$ cat src/rtl/tetris_pkg.sv
// Shared constants for the move scheduler: FSM state codes, datapath move codes
// and the level-up row threshold.
package tetris_pkg;

  typedef logic [1:0] state_t;
  typedef logic [1:0] move_t;

  localparam state_t ST_IDLE = 2'd0;
  localparam state_t ST_ARB  = 2'd1;
  localparam state_t ST_WAIT = 2'd2;

  localparam move_t MOVE_ROTATE = 2'b00;
  localparam move_t MOVE_LEFT   = 2'b01;
  localparam move_t MOVE_RIGHT  = 2'b10;
  localparam move_t MOVE_DOWN   = 2'b11;

  localparam logic [3:0] ROWS_PER_LEVEL = 4'd10;
  localparam logic [3:0] LEVEL_MAX      = 4'd15;

endpackage

$ cat src/rtl/gravity_timer.sv
// Gravity step timer: free-running up-counter that pulses tick once per period.
// With GRAVITY_LEVEL_EN defined the period shrinks by 1/16 per level, floored at GRAV_MIN.
module gravity_timer #(
  parameter logic [23:0] GRAV_PERIOD = 24'd6000000,
  parameter logic [23:0] GRAV_MIN    = 24'd500000
) (
  input  logic        clka,
  input  logic        rst_n,
  input  logic        en,
  input  logic [3:0]  level,
  output logic        tick,
  output logic [23:0] period
);

  logic [23:0] cnt;

`ifdef GRAVITY_LEVEL_EN
  logic [23:0] dec;
  logic [23:0] scaled;

  // level <= 15, so dec never exceeds 15/16 of GRAV_PERIOD and cannot underflow
  assign dec    = {20'd0, level} * (GRAV_PERIOD >> 4);
  assign scaled = GRAV_PERIOD - dec;
  assign period = (scaled < GRAV_MIN) ? GRAV_MIN : scaled;
`else
  logic unused_level;

  assign unused_level = ^level;
  assign period       = GRAV_PERIOD;
`endif

  // >= rather than == keeps the wrap safe if the period shrinks below the count
  assign tick = en && (cnt >= (period - 24'd1));

  always_ff @(posedge clka or negedge rst_n) begin
    if (!rst_n) begin
      cnt <= 24'd0;
    end else if (en) begin
      cnt <= tick ? 24'd0 : (cnt + 24'd1);
    end
  end

endmodule

$ cat src/rtl/move_scheduler.sv
// Move scheduler: latches button/gravity requests, grants one at a time by fixed
// priority and handshakes each command with the datapath. Optional macro: GRAVITY_LEVEL_EN.
//
// state   | meaning
// IDLE    | game stopped, nothing pending
// ARB     | pick the highest-priority pending move
// WAIT    | cmd_valid held until cmd_done or timeout
module move_scheduler
  import tetris_pkg::*;
#(
  parameter logic [23:0] GRAV_PERIOD  = 24'd6000000,
  parameter logic [23:0] GRAV_MIN     = 24'd500000,
  parameter logic [7:0]  WAIT_TIMEOUT = 8'd64
) (
  input  logic       clka,
  input  logic       restart,
  input  logic       play_sig,
  input  logic       btn_left_en,
  input  logic       btn_right_en,
  input  logic       btn_rotate_en,
  input  logic       btn_down_en,
  input  logic       row_clear_pulse,
  input  logic       cmd_done,
  output logic       cmd_valid,
  output logic [1:0] cmd_move,
  output logic [3:0] level,
  output logic       timeout_err
);

  logic   rst_meta;
  logic   rst_n;
  state_t state;
  logic   pend_rot, pend_left, pend_right, pend_down, grav_pend;
  logic   any_pend;
  logic   do_grant;
  move_t  grant_code;
  logic   grav_tick;
  logic [23:0] grav_period;
  logic [7:0]  wait_cnt;
  logic [3:0]  row_cnt;

  // asynchronous assert, release aligned to clka
  always_ff @(posedge clka or negedge restart) begin
    if (!restart) begin
      rst_meta <= 1'b0;
      rst_n    <= 1'b0;
    end else begin
      rst_meta <= 1'b1;
      rst_n    <= rst_meta;
    end
  end

  gravity_timer #(
    .GRAV_PERIOD (GRAV_PERIOD),
    .GRAV_MIN    (GRAV_MIN)
  ) u_gravity (
    .clka   (clka),
    .rst_n  (rst_n),
    .en     (play_sig),
    .level  (level),
    .tick   (grav_tick),
    .period (grav_period)
  );

  assign any_pend = pend_rot | pend_left | pend_right | pend_down | grav_pend;
  assign do_grant = play_sig && (state == ST_ARB) && any_pend;

  always_comb begin
    grant_code = MOVE_DOWN;
    if (pend_rot)        grant_code = MOVE_ROTATE;
    else if (pend_left)  grant_code = MOVE_LEFT;
    else if (pend_right) grant_code = MOVE_RIGHT;
  end

  // a new pulse in the grant cycle wins over the clear
  always_ff @(posedge clka or negedge rst_n) begin
    if (!rst_n) begin
      pend_rot   <= 1'b0;
      pend_left  <= 1'b0;
      pend_right <= 1'b0;
      pend_down  <= 1'b0;
      grav_pend  <= 1'b0;
    end else if (!play_sig) begin
      pend_rot   <= 1'b0;
      pend_left  <= 1'b0;
      pend_right <= 1'b0;
      pend_down  <= 1'b0;
      grav_pend  <= 1'b0;
    end else begin
      pend_rot   <= btn_rotate_en | (pend_rot   & ~(do_grant && grant_code == MOVE_ROTATE));
      pend_left  <= btn_left_en   | (pend_left  & ~(do_grant && grant_code == MOVE_LEFT));
      pend_right <= btn_right_en  | (pend_right & ~(do_grant && grant_code == MOVE_RIGHT));
      pend_down  <= btn_down_en   | (pend_down  & ~(do_grant && grant_code == MOVE_DOWN));
      grav_pend  <= grav_tick     | (grav_pend  & ~(do_grant && grant_code == MOVE_DOWN));
    end
  end

  always_ff @(posedge clka or negedge rst_n) begin
    if (!rst_n) begin
      state       <= ST_IDLE;
      cmd_valid   <= 1'b0;
      cmd_move    <= MOVE_ROTATE;
      wait_cnt    <= 8'd0;
      timeout_err <= 1'b0;
    end else if (!play_sig) begin
      state     <= ST_IDLE;
      cmd_valid <= 1'b0;
    end else begin
      case (state)
        ST_IDLE: state <= ST_ARB;
        ST_ARB: begin
          if (do_grant) begin
            cmd_move  <= grant_code;
            cmd_valid <= 1'b1;
            wait_cnt  <= WAIT_TIMEOUT - 8'd1;
            state     <= ST_WAIT;
          end
        end
        ST_WAIT: begin
          if (cmd_done) begin
            cmd_valid <= 1'b0;
            state     <= ST_ARB;
          end else if (wait_cnt == 8'd0) begin
            cmd_valid   <= 1'b0;
            timeout_err <= 1'b1;
            state       <= ST_ARB;
          end else begin
            wait_cnt <= wait_cnt - 8'd1;
          end
        end
        default: begin
          cmd_valid <= 1'b0;
          state     <= ST_IDLE;
        end
      endcase
    end
  end

  always_ff @(posedge clka or negedge rst_n) begin
    if (!rst_n) begin
      row_cnt <= 4'd0;
      level   <= 4'd0;
    end else if (row_clear_pulse) begin
      if (row_cnt == (ROWS_PER_LEVEL - 4'd1)) begin
        row_cnt <= 4'd0;
        if (level != LEVEL_MAX) level <= level + 4'd1;
      end else begin
        row_cnt <= row_cnt + 4'd1;
      end
    end
  end

endmodule

$ cat config.mk
export PLATFORM = sky130hd
export DESIGN_NAME = move_scheduler
export DESIGN_NICKNAME = d
export VERILOG_FILES = /design/src/rtl/tetris_pkg.sv /design/src/rtl/gravity_timer.sv /design/src/rtl/move_scheduler.sv
export SDC_FILE = /design/constraint.sdc
export NUM_CORES = 1
export LEC_CHECK = 0
export CORE_UTILIZATION = 51
export CTS_BUF_LIST = sky130_fd_sc_hd__clkbuf_4 sky130_fd_sc_hd__clkbuf_8
export DETAILED_ROUTE_END_ITERATION = 8
export PLACE_DENSITY = 0.77
export SYNTH_ARGS = -nofsm -noshare
export SYNTH_HDL_FRONTEND = slang
export SYNTH_SLANG_ARGS = --single-unit
$ cat constraint.sdc
create_clock -name clka -period 2.75 [get_ports clka]
set_input_delay 0.4125 -clock clka [delete_from_list [all_inputs] [get_ports clka]]
set_output_delay 0.4125 -clock clka [all_outputs]
set_load 0.05 [all_outputs]
==> qor.yml <==
run:
  max_cap_viol_count: 0
outcome:
  outcome: "completed"
cts:
  cts_buffers: 5
  h-tree-depth: 2
  cts_resized: 0
  numClockSinks: 53
  ctsHoldBuffers: 0
  clock_latency_ps: 310
  postCtsSetupBuffers: 0
  clk_pin_slew_ps: 90
  cts_tree: "built"
  cts-root-buf: "clkbuf_8"
  clockBufferDepth: 2
logic_synthesis:
  async_reset_ff_share_pct: 100.0
  netlist_instances: 264
  yosys_register_bits: 53
  ys_top_cells_by_count: "dfrtp_1, nor2_1, nand2_1, xor2_1"
  synth_area_mm2: 0.002577
  ys_types: 46
  ys_seq_area_share_pct: 51.46
  syn_nets: 277
  synth.area.top_cells: "dfrtp_1, xor2_1, nor2_1"
  synth_ff_type: "dfrtp_1"
  synth_top_area_share_pct: 51.46
  synth_warnings: 0
  synth_edf_count: 0
  synth_top_area_cell: "dfrtp_1"
  syn_area_per_cell_um2: 9.763
  yosysMostFrequentCell: "dfrtp_1"
die:
  start_util_pct: 53.86
  std_cell_rows: 25
  core_mm2: 0.004786
  ios: 17
  die_area_mm2: 0.005342
  die_h_um: 73.09
  fp.dieW_um: 73.09
timing:
  hold_violations: 0
  fin_crit_ps: 2134
  tns_ps: 0
  skew_ps: 8.852
  rsz0062_at_grt: "false"
  setup_slack_ps: 616.2
  layout_worst_path_cycle_share_pct: 77.59
  fmax_mhz: 468.6
  tightest_slew_ps: 619.9
  final_max_slew_viol_count: 0
  setup_viol: 0
  slew-limit-headroom_pct: 58.39
cells_and_area:
  area_growth_pct: 14.27
  layout-drive-gt1-share_pct: 6.620
  final_util_pct: 61.54
  n_antenna_cell: 0
  fillers: 409
  final_area_mm2: 0.002945
  fin_nets: 299
worst_setup_path:
  critPathKind: "reg -> reg"
  critPathLaunchType: "register"
  worst_ep_arrival_time_ps: 2330
  endpoint_kind: "register"
  path_max_fanout: 10
  worstPathRequired_ps: 2950
grt:
  grt_pass1_vias: 1911
  antenna_found_initial: 0
  grt_usage_pct: 20.59
  grt_max_degree: 29
  grt_pass1_wl_um: 8452
  grt_overflow: 0
worst_hold_path:
  hold_class: "reg -> async"
pwr:
  ir_worst_vdd_uv: 485.3
  total_leakage_power_nw: 1.314
  power_density_mw_per_mm2: 665.6
detailed_routing:
  post_drt_via_cell_ratio: 5.517
  drtIter0Drc: 112
  num_vias: 1953
  remaining_drc_errors: 0
  wl_per_cell_um: 13.50
  ant_nets: 0
  totalWireLength_um: 4780
  first_pass_iters: 4
placed_design:
  io_buffer_count: 16
  routabilityCongestion: 0.8809
  post_dp_cell_area_mm2: 0.002825
  dpl_worst_slack_ps: 555.1
  hpwl_um: 3383
## cell families (layout without fill, tap and decap cells)
| family | after synthesis | after routing | share of synthesized area [%] |
|---|---|---|---|
| adder cells (fa/ha/maj) | 4 | 4 | 1.942 |
| AO/OA/AOI/OAI | 47 | 47 | 11.55 |
| XOR/XNOR | 19 | 19 | 6.456 |
| other | 1 | 1 | 0.1455 |
| multiplexers | 3 | 3 | 1.214 |
| AND/OR/NAND/NOR | 124 | 124 | 24.85 |
| flip-flops | 53 | 53 | 51.46 |
| buffers and inverters | 13 | 36 | 2.379 |
## state kept, by name, indices dropped and copies added, names as in the netlist, 2 cells and up
| signal | flops |
|---|---|
| cmd_move | 2 |
| level | 4 |
| row_cnt | 4 |
| state | 2 |
| u_gravity.cnt | 24 |
| wait_cnt | 8 |
## path summary, 6_finish.rpt
check / slack, ps / end / start / cells past startpoint
setup / recovery: 620 / u_gravity.cnt[8] / u_gravity.cnt[12] / 6
hold / removal: 250 / state[1] / rst_n / 0
setup reg to reg: 620 / u_gravity.cnt[8] / u_gravity.cnt[12] / 6
hold reg to reg: 250 / state[1] / rst_n / 0
max in group asynchronous: 1740 / u_gravity.cnt[14] / rst_n / 1
min in group clka: 370 / rst_n / rst_meta / 0
## layout make-up
class | instances | area (um^2) | share of cell area (%)
Tap cell | 67 | 83.83 | 2.846
Clock inverter | 1 | 30.03 | 1.020
Sequential cell | 53 | 1328 | 45.07
Inverter | 7 | 26.28 | 0.8921
Multi-Input combinational cell | 198 | 1190 | 40.40
Clock buffer | 7 | 90.09 | 3.059
Timing Repair Buffer | 21 | 197.7 | 6.712
## per-layer routing
metal  global-route usage (%)  share of wire [%]  vias to the layer above
li1                         -                  -                      967
met1                    26.89                 49                      953
met2                    33.64                 47                       26
met3                    4.282                2.4                        7
met4                    7.843                1.7                        0
met5                        0                  0                        -
## through the flow
stage          hold WS (ps)  power, W  instances
2_1_floorplan         116.9  0.001277        264
3_3_place_gp          259.0  0.001404        346
3_5_place_dp          262.5  0.001419        346
4_1_cts               244.8  0.001984        354
5_1_grt               256.4  0.002060        354
6_report              252.4  0.001960        354
## critical path: stages (launching register included)
cell and delay, ps:
dfrtp_1 430, or3_1 420, nor4b_2 290, o2111ai_1 200, a21oi_2 370, buf_4 250, nor3_1 70
## power breakdown
group          internal, W  switching, W
logic             0.000165      0.000240
registers         0.000880      0.000116
clock network     0.000307      0.000253
## placed cells by master (no fill, tap or decap), types with 2 or more instances in the layout
cell,instances
a21o_1,2
a21oi_1,13
a31oi_1,6
and3_1,7
buf_4,5
clkbuf_8,6
clkdlybuf4s50_1,16
dfrtp_1,52
ha_1,4
inv_1,7
mux2i_1,2
nand2_1,27
nand2b_1,5
nand3_1,11
nand4_1,7
nor2_1,32
nor2b_1,7
nor3_1,13
nor3b_1,2
nor4_1,2
o21a_1,3
o21ai_0,9
o21bai_1,2
o22ai_1,2
o31ai_1,2
or3_1,5
xnor2_1,5
xor2_1,14
(Power assumes the default switching activity.)
==> patch 1 (same settings) <==
Set the parameter `WAIT_TIMEOUT` to 8'd48 (it was 8'd64).
--- a/src/rtl/move_scheduler.sv
+++ b/src/rtl/move_scheduler.sv
@@ -12,3 +12,3 @@
   parameter logic [23:0] GRAV_MIN     = 24'd500000,
-  parameter logic [7:0]  WAIT_TIMEOUT = 8'd64
+  parameter logic [7:0]  WAIT_TIMEOUT = 8'd48
 ) (
Check against the original RTL: no difference found for any inputs over 10 cycles, from zero or initial values; that may be too few to reach the edited logic, so the function may still have changed.
==> patch 1 against the unedited design <==
- sequential cell count unchanged
- clock power down 4.1%
- first-iteration DRC count up 16%
- clock skew up 3.5 ps
- setup slack better by 160 ps
- power up 23%
- area after synthesis up 6.3%
- core utilization down 1.6 points
- routed wire length up 13%
- global-route usage up 0.94 points
- cell count up 2.8%
- count of clock-buffer cells in the layout down 2
- combinational power up 81%
- cell area up 4.6%
- critical endpoint is now level[2]
- largest cell class unchanged
- largest power group unchanged
==> patch 1: results <==
[power]
leakage_nw = 1.271
ir_worst_vdd_mv = 0.4378
seqPwrFrac = 0.473
switching_share = 0.3705

[setup_path]
r2r-start = u_gravity.cnt[0]
crit_end = level[2]
timing.rr.end = u_gravity.cnt[3]
crit_fanout = 4
cp_slowest_cell = clkdlybuf4s50_1
critPathMaxStageDelay_ps = 820

[place]
dp_hpwl_um = 3700
dp_slack_ps = 526.6
dp_cells = 356
place_congestion = 0.7796

[synthesis]
synthXorXnorAreaFrac = 0.06393
netlist_top_cells_area = dfrtp_1 (48%), xnor2_1 (4.8%), a21oi_1 (4.2%)
synth-compound-area-share = 0.1507
ys_types = 51
synth_adder_area_share = 0.01826
synth_mux_area_frac = 0.008219
netlist_instances = 277
synth-seq-area-share = 0.4840
syn_nets = 290

[finish]
clkCellAreaFrac = 0.03735
finalNetCount = 306
buffers = 20
multi_input_area_share = 0.4271
numSequentialCells = 53
fin_util = 0.5996
nFillCells = 472
buffer_area_frac = 0.06171
nClkBuffers = 5
multi_input_cells = 201
inverters = 12

[status]
status = finished, final reports clean

[sta]
tightestPinTransition_ps = 1066
hold_slack_ps = 243.5
final.period_utilization = 0.7185

[drt]
routed_wl_um = 5412

[global_route]
grt_util_all_layers = 0.2152
grt_pass1_wl_um = 9225
grt_max_degree = 52

[hold_path]
min_path_type = primary input to asynchronous set/reset pin
patch 1: changes by cell type after synthesis, moves of 5 or more:
| cell | change |
|---|---|
| nor2_1 | -24 |
| xnor2_1 | +10 |
| a21oi_1 | +10 |
| xor2_1 | -9 |
| nor4_1 | +5 |
| and3_1 | +5 |
| o31ai_1 | +7 |
| nor3_1 | -5 |
| inv_1 | +5 |
patch 1: worst min path at each step:
stage                           to  depth (start not counted)      from
after floorplan           rst_meta                          0   restart
after global placement       rst_n                          0  rst_meta
after detailed placement     rst_n                          0  rst_meta
after CTS                    rst_n                          1   restart
after global routing         rst_n                          1   restart
final                        rst_n                          1   restart
patch 1: per-layer routing:
layer | routed length [um] | vias to the layer above | global-route usage | share of wire
met5 | 0 | - | 0 | 0
met2 | 2666 | 35 | 0.3710 | 0.49
met1 | 2487 | 1073 | 0.2692 | 0.46
li1 | - | 1044 | - | -
met3 | 176 | 7 | 0.03836 | 0.033
met4 | 81 | 0 | 0.08642 | 0.015
